**config.mk**
```make
export PLATFORM = sky130hd
export DESIGN_NAME = gameover_sequencer_flat
export DESIGN_NICKNAME = d
export VERILOG_FILES = /design/src/rtl/game_pkg.sv /design/src/rtl/gameover_sequencer_if.sv /design/src/rtl/gameover_sequencer_frame_tick.sv /design/src/rtl/gameover_sequencer.sv /design/src/flat_wrapper.sv
export SDC_FILE = /design/constraint.sdc
export NUM_CORES = 1
export LEC_CHECK = 0
export ABC_CLOCK_PERIOD_IN_PS = 5800
export CAP_MARGIN = 10
export CELL_PAD_IN_SITES_DETAIL_PLACEMENT = 1
export CELL_PAD_IN_SITES_GLOBAL_PLACEMENT = 1
export CORE_UTILIZATION = 36
export CTS_CLUSTER_SIZE = 20
export DETAILED_ROUTE_END_ITERATION = 6
export GPL_TIMING_DRIVEN = 0
export PLACE_DENSITY = 0.91
export SYNTH_ARGS = -nofsm -noshare
export SYNTH_HDL_FRONTEND = slang
export SYNTH_SLANG_ARGS = --single-unit
```
**constraint.sdc**
```tcl
create_clock -name clock -period 5.8 [get_ports clock]
set_input_delay 1.45 -clock clock [delete_from_list [all_inputs] [get_ports clock]]
set_output_delay 1.45 -clock clock [all_outputs]
set_load 0.01 [all_outputs]
```
**src/rtl/game_pkg.sv**
```systemverilog
// Shared definitions for the game-over sequencer: FSM states, screen geometry
// and RGB332 field widths.
package game_pkg;

    typedef enum logic [1:0] {
        IDLE         = 2'd0,
        DROP         = 2'd1,
        HOLD         = 2'd2,
        WAIT_RESTART = 2'd3
    } state_t;

    localparam int H_RES      = 640;
    localparam int V_RES      = 480;
    localparam int FRAME_LINE = 480;

    localparam int RED_W   = 3;
    localparam int GREEN_W = 3;
    localparam int BLUE_W  = 2;
    localparam int RGB_W   = RED_W + GREEN_W + BLUE_W;

endpackage

```
**src/rtl/gameover_sequencer_if.sv**
```systemverilog
// Control and pixel link between the sequencer (master) and the 32x32 sprite
// renderer (slave).
interface gameover_sequencer_if;
    import game_pkg::*;

    logic                 spr_enable;
    logic [9:0]           spr_posx;
    logic [9:0]           spr_posy;
    logic                 spr_data;
    logic [RED_W-1:0]     spr_red;
    logic [GREEN_W-1:0]   spr_green;
    logic [BLUE_W-1:0]    spr_blue;

    modport master (
        output spr_enable, spr_posx, spr_posy,
        input  spr_data, spr_red, spr_green, spr_blue
    );

    modport slave (
        input  spr_enable, spr_posx, spr_posy,
        output spr_data, spr_red, spr_green, spr_blue
    );

endinterface

```
**src/rtl/gameover_sequencer_frame_tick.sv**
```systemverilog
// Once-per-frame pulse: registered rising edge of the (vcount == FRAME_LINE,
// hcount == 0) condition, so a stalled hcount still yields a single pulse.
module frame_tick
    import game_pkg::*;
#(
    parameter int FRAME_LINE = game_pkg::FRAME_LINE
) (
    input  logic       clock,
    input  logic       reset_n,
    input  logic [9:0] hcount,
    input  logic [9:0] vcount,
    output logic       tick
);

    logic cond_p0;
    logic cond_p1;

    always_ff @(posedge clock or negedge reset_n) begin
        if (!reset_n) begin
            cond_p0 <= 1'b0;
            cond_p1 <= 1'b0;
        end else begin
            cond_p0 <= (vcount == 10'(FRAME_LINE)) && (hcount == 10'd0);
            cond_p1 <= cond_p0;
        end
    end

    assign tick = cond_p0 && !cond_p1;

endmodule

```
**src/rtl/gameover_sequencer.sv**
```systemverilog
// Game-over sprite sequencer: IDLE -> DROP -> HOLD -> WAIT_RESTART, plus the
// registered sprite-over-background compositor. Optional HOLD blink: GAMEOVER_BLINK_EN.
module gameover_sequencer
    import game_pkg::*;
#(
    parameter int POS_X        = 304,
    parameter int START_Y      = 0,
    parameter int TARGET_Y     = 224,
    parameter int DROP_STEP    = 4,
    parameter int HOLD_FRAMES  = 180,
    parameter int BLINK_FRAMES = 15,
    parameter int FRAME_LINE   = game_pkg::FRAME_LINE
) (
    input  logic                 clock,
    input  logic                 reset_n,
    input  logic                 game_over,
    input  logic                 restart,
    input  logic [9:0]           hcount,
    input  logic [9:0]           vcount,
    gameover_sequencer_if.master spr,
    input  logic [RED_W-1:0]     bg_red,
    input  logic [GREEN_W-1:0]   bg_green,
    input  logic [BLUE_W-1:0]    bg_blue,
    output logic [RED_W-1:0]     red,
    output logic [GREEN_W-1:0]   green,
    output logic [BLUE_W-1:0]    blue,
    output logic                 busy,
    output logic                 done
);

    localparam int CNT_MAX = (HOLD_FRAMES > BLINK_FRAMES) ? HOLD_FRAMES : BLINK_FRAMES;
    localparam int CNT_W   = $clog2(CNT_MAX + 1);

    state_t           state, state_n;
    logic [9:0]       posy, posy_n;
    logic [CNT_W-1:0] cnt, cnt_n;
    logic             tick;
    logic [10:0]      drop_sum;
    logic [10:0]      drop_next;
    logic             phase_vis;
    logic             vis;
    logic             vis_d;

    frame_tick #(.FRAME_LINE(FRAME_LINE)) u_tick (
        .clock   (clock),
        .reset_n (reset_n),
        .hcount  (hcount),
        .vcount  (vcount),
        .tick    (tick)
    );

    // 11-bit step so a large DROP_STEP near the bottom cannot wrap past TARGET_Y
    assign drop_sum  = {1'b0, posy} + 11'(DROP_STEP);
    assign drop_next = (drop_sum > 11'(TARGET_Y)) ? 11'(TARGET_Y) : drop_sum;

    always_ff @(posedge clock or negedge reset_n) begin
        if (!reset_n) begin
            state <= IDLE;
            posy  <= 10'(START_Y);
            cnt   <= '0;
        end else begin
            state <= state_n;
            posy  <= posy_n;
            cnt   <= cnt_n;
        end
    end

    always_comb begin
        state_n = state;
        posy_n  = posy;
        cnt_n   = cnt;
        case (state)
            IDLE: begin
                if (game_over) begin
                    state_n = DROP;
                    posy_n  = 10'(START_Y);
                    cnt_n   = '0;
                end
            end
            DROP: begin
                if (restart) begin
                    state_n = IDLE;
                end else if (tick) begin
                    posy_n = drop_next[9:0];
                    if (drop_next == 11'(TARGET_Y)) begin
                        state_n = HOLD;
                        cnt_n   = '0;
                    end
                end
            end
            HOLD: begin
                posy_n = 10'(TARGET_Y);
                if (restart) begin
                    state_n = IDLE;
                end else if (tick) begin
                    if (cnt == CNT_W'(HOLD_FRAMES - 1)) state_n = WAIT_RESTART;
                    else                                cnt_n   = cnt + 1'b1;
                end
            end
            WAIT_RESTART: begin
                if (restart) state_n = IDLE;
            end
            default: state_n = IDLE;
        endcase
    end

`ifdef GAMEOVER_BLINK_EN
    logic [CNT_W-1:0] blink_cnt;
    logic             blink_on;

    // Phase restarts visible on every HOLD entry; only HOLD ticks advance it
    always_ff @(posedge clock or negedge reset_n) begin
        if (!reset_n) begin
            blink_cnt <= '0;
            blink_on  <= 1'b1;
        end else if (state != HOLD) begin
            blink_cnt <= '0;
            blink_on  <= 1'b1;
        end else if (tick && !restart) begin
            if (blink_cnt == CNT_W'(BLINK_FRAMES - 1)) begin
                blink_cnt <= '0;
                blink_on  <= !blink_on;
            end else begin
                blink_cnt <= blink_cnt + 1'b1;
            end
        end
    end

    assign phase_vis = (state != HOLD) || blink_on;
`else
    assign phase_vis = 1'b1;
`endif

    assign spr.spr_enable = (state != IDLE);
    assign spr.spr_posx   = 10'(POS_X);
    assign spr.spr_posy   = posy;
    assign busy           = (state == DROP) || (state == HOLD);
    assign done           = (state == WAIT_RESTART);
    assign vis            = spr.spr_enable && phase_vis;

    // vis_d lines up with the sprite's registered spr_data; the sprite keeps
    // spr_data alive while disabled, so the gate is essential
    always_ff @(posedge clock or negedge reset_n) begin
        if (!reset_n) begin
            vis_d <= 1'b0;
            red   <= '0;
            green <= '0;
            blue  <= '0;
        end else begin
            vis_d <= vis;
            if (vis_d && spr.spr_data) begin
                red   <= spr.spr_red;
                green <= spr.spr_green;
                blue  <= spr.spr_blue;
            end else begin
                red   <= bg_red;
                green <= bg_green;
                blue  <= bg_blue;
            end
        end
    end

endmodule

```
**src/flat_wrapper.sv**
```systemverilog
// flat-port wrapper written by rule: the top's interface ports become plain ports
module gameover_sequencer_flat import game_pkg::*;
#(
    parameter int POS_X        = 304,
    parameter int START_Y      = 0,
    parameter int TARGET_Y     = 224,
    parameter int DROP_STEP    = 4,
    parameter int HOLD_FRAMES  = 180,
    parameter int BLINK_FRAMES = 15,
    parameter int FRAME_LINE   = game_pkg::FRAME_LINE
)
  (clock, reset_n, game_over, restart, hcount, vcount, bg_red, bg_green, bg_blue, red, green, blue, busy, done, spr_spr_enable, spr_spr_posx, spr_spr_posy, spr_spr_data, spr_spr_red, spr_spr_green, spr_spr_blue);
  gameover_sequencer_if spr_i ();
  input  logic clock;
  input  logic reset_n;
  input  logic game_over;
  input  logic restart;
  input  logic [9:0] hcount;
  input  logic [9:0] vcount;
  input  logic [RED_W-1:0] bg_red;
  input  logic [GREEN_W-1:0] bg_green;
  input  logic [BLUE_W-1:0] bg_blue;
  output logic [RED_W-1:0] red;
  output logic [GREEN_W-1:0] green;
  output logic [BLUE_W-1:0] blue;
  output logic busy;
  output logic done;
  output wire logic [$bits(spr_i.spr_enable)-1:0] spr_spr_enable;
  output wire logic [$bits(spr_i.spr_posx)-1:0] spr_spr_posx;
  output wire logic [$bits(spr_i.spr_posy)-1:0] spr_spr_posy;
  input wire logic [$bits(spr_i.spr_data)-1:0] spr_spr_data;
  input wire logic [$bits(spr_i.spr_red)-1:0] spr_spr_red;
  input wire logic [$bits(spr_i.spr_green)-1:0] spr_spr_green;
  input wire logic [$bits(spr_i.spr_blue)-1:0] spr_spr_blue;
  assign spr_spr_enable = spr_i.spr_enable;
  assign spr_spr_posx = spr_i.spr_posx;
  assign spr_spr_posy = spr_i.spr_posy;
  assign spr_i.spr_data = spr_spr_data;
  assign spr_i.spr_red = spr_spr_red;
  assign spr_i.spr_green = spr_spr_green;
  assign spr_i.spr_blue = spr_spr_blue;
  gameover_sequencer #(.POS_X(POS_X), .START_Y(START_Y), .TARGET_Y(TARGET_Y), .DROP_STEP(DROP_STEP), .HOLD_FRAMES(HOLD_FRAMES), .BLINK_FRAMES(BLINK_FRAMES), .FRAME_LINE(FRAME_LINE)) u_core (.clock(clock), .reset_n(reset_n), .game_over(game_over), .restart(restart), .hcount(hcount), .vcount(vcount), .spr(spr_i), .bg_red(bg_red), .bg_green(bg_green), .bg_blue(bg_blue), .red(red), .green(green), .blue(blue), .busy(busy), .done(done));
endmodule
```
==> results.cfg <==
[final_layout]
multi_input_combinational_cell_area_mm2 = 0.00103
post_layout_cell_count = 335
fin_area_mm2 = 0.00273
nFillCells = 621
antenna_cells_inserted = 0
layout-drive-gt1-share_pct = 12.8
areaGrowthSynthToFinish_pct = 41.1
num-nets-final = 315
layout.area.seq_um2 = 776

[clock_tree]
clock_latency_ns = 0.28
cts_tree = yes
htreeDepth = 2
cts_made_buffers = 5
clkSlewWorstSetupHoldPaths_ns = 0.06
ctsResizeCount = 0
setup_repair_bufs_after_cts = 0
cts_hold_repair.buffers = 0
clockRootBuffer = clkbuf_8
clock_path_buffers = 2
cts.sinks = 31

[yosys]
synth.yosys.seq_area_share_pct = 40.1
async_reset_ff_share_pct = 100
synth.yosys.warnings = 0
synth_edf_count = 0
synth_seq_cells = 31
largest_cells_by_area_after_synthesis = dfrtp_1 40%, ha_1 5.2%, o211ai_1 5.0%
synth_top_area_share_pct = 40.1
yosysUniqueCellTypes = 51
netlist_instances = 190
synth_area_leader_cell = dfrtp_1
synth.cell_area_mm2 = 0.00193
syn_area_cell_um2 = 10.2
yosys_most_used_dff = dfrtp_1

[critical_path]
critical_path_required_ns = 5.97
setup.worst_path.end_class = flip-flop
cp.arrival_ns = 3.70
critical_path_class = input port to flip-flop
timing.reg2reg.worst_path_depth = 7
crit_path_start_kind = input port
ff2ff_setup_slack_ns = 3.16
worst-path-max-fanout = 9

[sta]
skew_ns = 0.00688
unrepaired_setup_endpoints_after_global_routing = no
setup-violations-final = 0
totalNegativeSetupSlack_ns = 0
fmax_ghz = 0.283
finalHoldViolations = 0
slew_violations = 0
final_min_period_over_clock_period_pct = 60.8
period_needed_ns = 3.53
tightestPinTransition_ns = 0.684
max_slew_margin_pct = 54.4

[power]
maximum_vdd_ir_drop_v = 0.000118
power.density_cell_area_mw_per_mm2 = 314
p_leak_nw = 1.14

[job]
maxCapViolCount = 0

[detailed_routing]
dr_total_vias = 1802
drt_pass_1_iters = 4
drt-vias-per-instance = 5.38
detail_route.iter0.violations = 100
totalWireLength_um = 6040
routed_wire_length_per_instance_um = 18.0
ant_nets = 0
drt_drc_violations_left = 0

[die]
coreArea_mm2 = 0.00514
initial_utilization_pct = 37.6
design.portCount = 72
floorplan.die.height_um = 75.3
floorplan.die.width_um = 75.3
dieArea_mm2 = 0.00567
standard_cell_row_count = 26

[grt]
number_of_global_route_vias_before_repair = 1897
pin_count_of_the_biggest_net_entering_global_routing = 32
antenna_violations_before_repair = 0
grt_pass1_wl_um = 9580
grt.total_usage_pct = 22.9
grt.overflow.total = 0

[place]
gp_congestion = 0.787
dpl_cell_area_mm2 = 0.00266
placed_cells_incl_taps = 329
hpwl_um = 4690
port_buffers = 61

[outcome]
outcome = complete, no violations

[hold_path]
hold_path_class = flip-flop to flip-flop
worst_hold_path.num_cells = 0
-- cell usage in the layout, fill, tap and decap left out, types with 5 or more instances in the layout --
cell and n:
ha_1 8, nor2_1 5, inv_1 15, dfrtp_1 31, clkbuf_8 5, nand3_1 9
mux2_2 8, conb_1 10, o211ai_1 13, o21ai_0 5, nand2_1 10, buf_4 10
clkdlybuf4s50_1 60
-- where the power goes --
part	internal, W	total [W]	leakage (nW)	switching (W)
Clock	0.0000797	0.000154	0.0371	0.0000747
Combinational	0.000194	0.000395	0.694	0.000201
Sequential	0.000258	0.000308	0.407	0.0000501
Total	0.000532	0.000858	1.14	0.000326
-- through the flow --
| step | util, % | setup WS (ns) | hold WS [ns] | power [W] |
|---|---|---|---|---|
| floorplan | - | 2.87 | 0.367 | 0.000530 |
| global placement | 51.8 | 2.01 | 0.374 | 0.000678 |
| detailed placement | 51.7 | 2.00 | 0.401 | 0.000703 |
| CTS | 53.1 | 2.30 | 0.414 | 0.000861 |
| global route | 53.1 | 2.15 | 0.429 | 0.000914 |
| finish | 53.1 | 2.27 | 0.409 | 0.000858 |
-- worst max-delay path, cell delays in order --
cell	delay, ns
clkdlybuf4s50_1	0.50
and2_1	0.22
a2111oi_4	0.55
a21boi_4	0.41
o21a_4	0.25
mux2_4	0.31
-- cells in the mapped netlist, drive strengths merged (4+ instances only) --
cell type  instances
and3               5
buf               12
dfrtp             31
ha                 8
inv               15
mux2               9
nand2             10
nand2b             4
nand3              9
nor2               5
nor3b              4
nor4b              4
o211ai            13
o21ai              5
-- metal layers --
| layer | GRT usage, % | wire length (um) | vias to the layer above |
|---|---|---|---|
| met5 | 0 | 0 | - |
| met2 | 43.2 | 3210 | 69 |
| met4 | 7.41 | 116 | 0 |
| li1 | - | - | 833 |
| met1 | 24.5 | 2290 | 891 |
| met3 | 6.88 | 430 | 9 |
-- path summary, 6_finish.rpt --
path                                               end                  start
worst max register to register           u_core.cnt[0]        u_core.state[1]
max in group asynchronous                u_core.cnt[7]                reset_n
worst min register to register   u_core.u_tick.cond_p1  u_core.u_tick.cond_p0
worst min-delay path             u_core.u_tick.cond_p1  u_core.u_tick.cond_p0
min in group asynchronous       u_core.spr.spr_posy[9]                reset_n
worst max-delay path                     u_core.cnt[0]                restart
-- state kept, by name, summed over array words and instances (netlist names) --
signal and cells:
u_core.vis_d 1, u_core.blue 2, u_core.green 3, u_core.spr.spr_posy 10, u_core.cnt 8, u_core.red 3
u_core.state 2, u_core.u_tick.cond_p1 1, u_core.u_tick.cond_p0 1
-- cell type report --
cell class                 instances  area share, %
buffer                            14           3.85
clock buffer                       6           2.66
multi-input combinational        138           37.6
tap                               70           3.21
inverter                          15           2.06
timing repair buffer              61           22.2
sequential                        31           28.4
-- kinds of logic (layout without fill, tap and decap cells) --
kind of cell    Yosys count  count (layout)  share of synthesized area, %
simple gates             61              61                          19.1
compound gates           49              49                          21.0
flops                    31              31                          40.1
buf+inv                  29              96                          8.34
mux                       9               9                          5.43
fa+ha+maj                 8               8                          5.17
other cells               2              10                         0.388
xor+xnor                  1               1                         0.453
(Power assumes the default switching activity.)
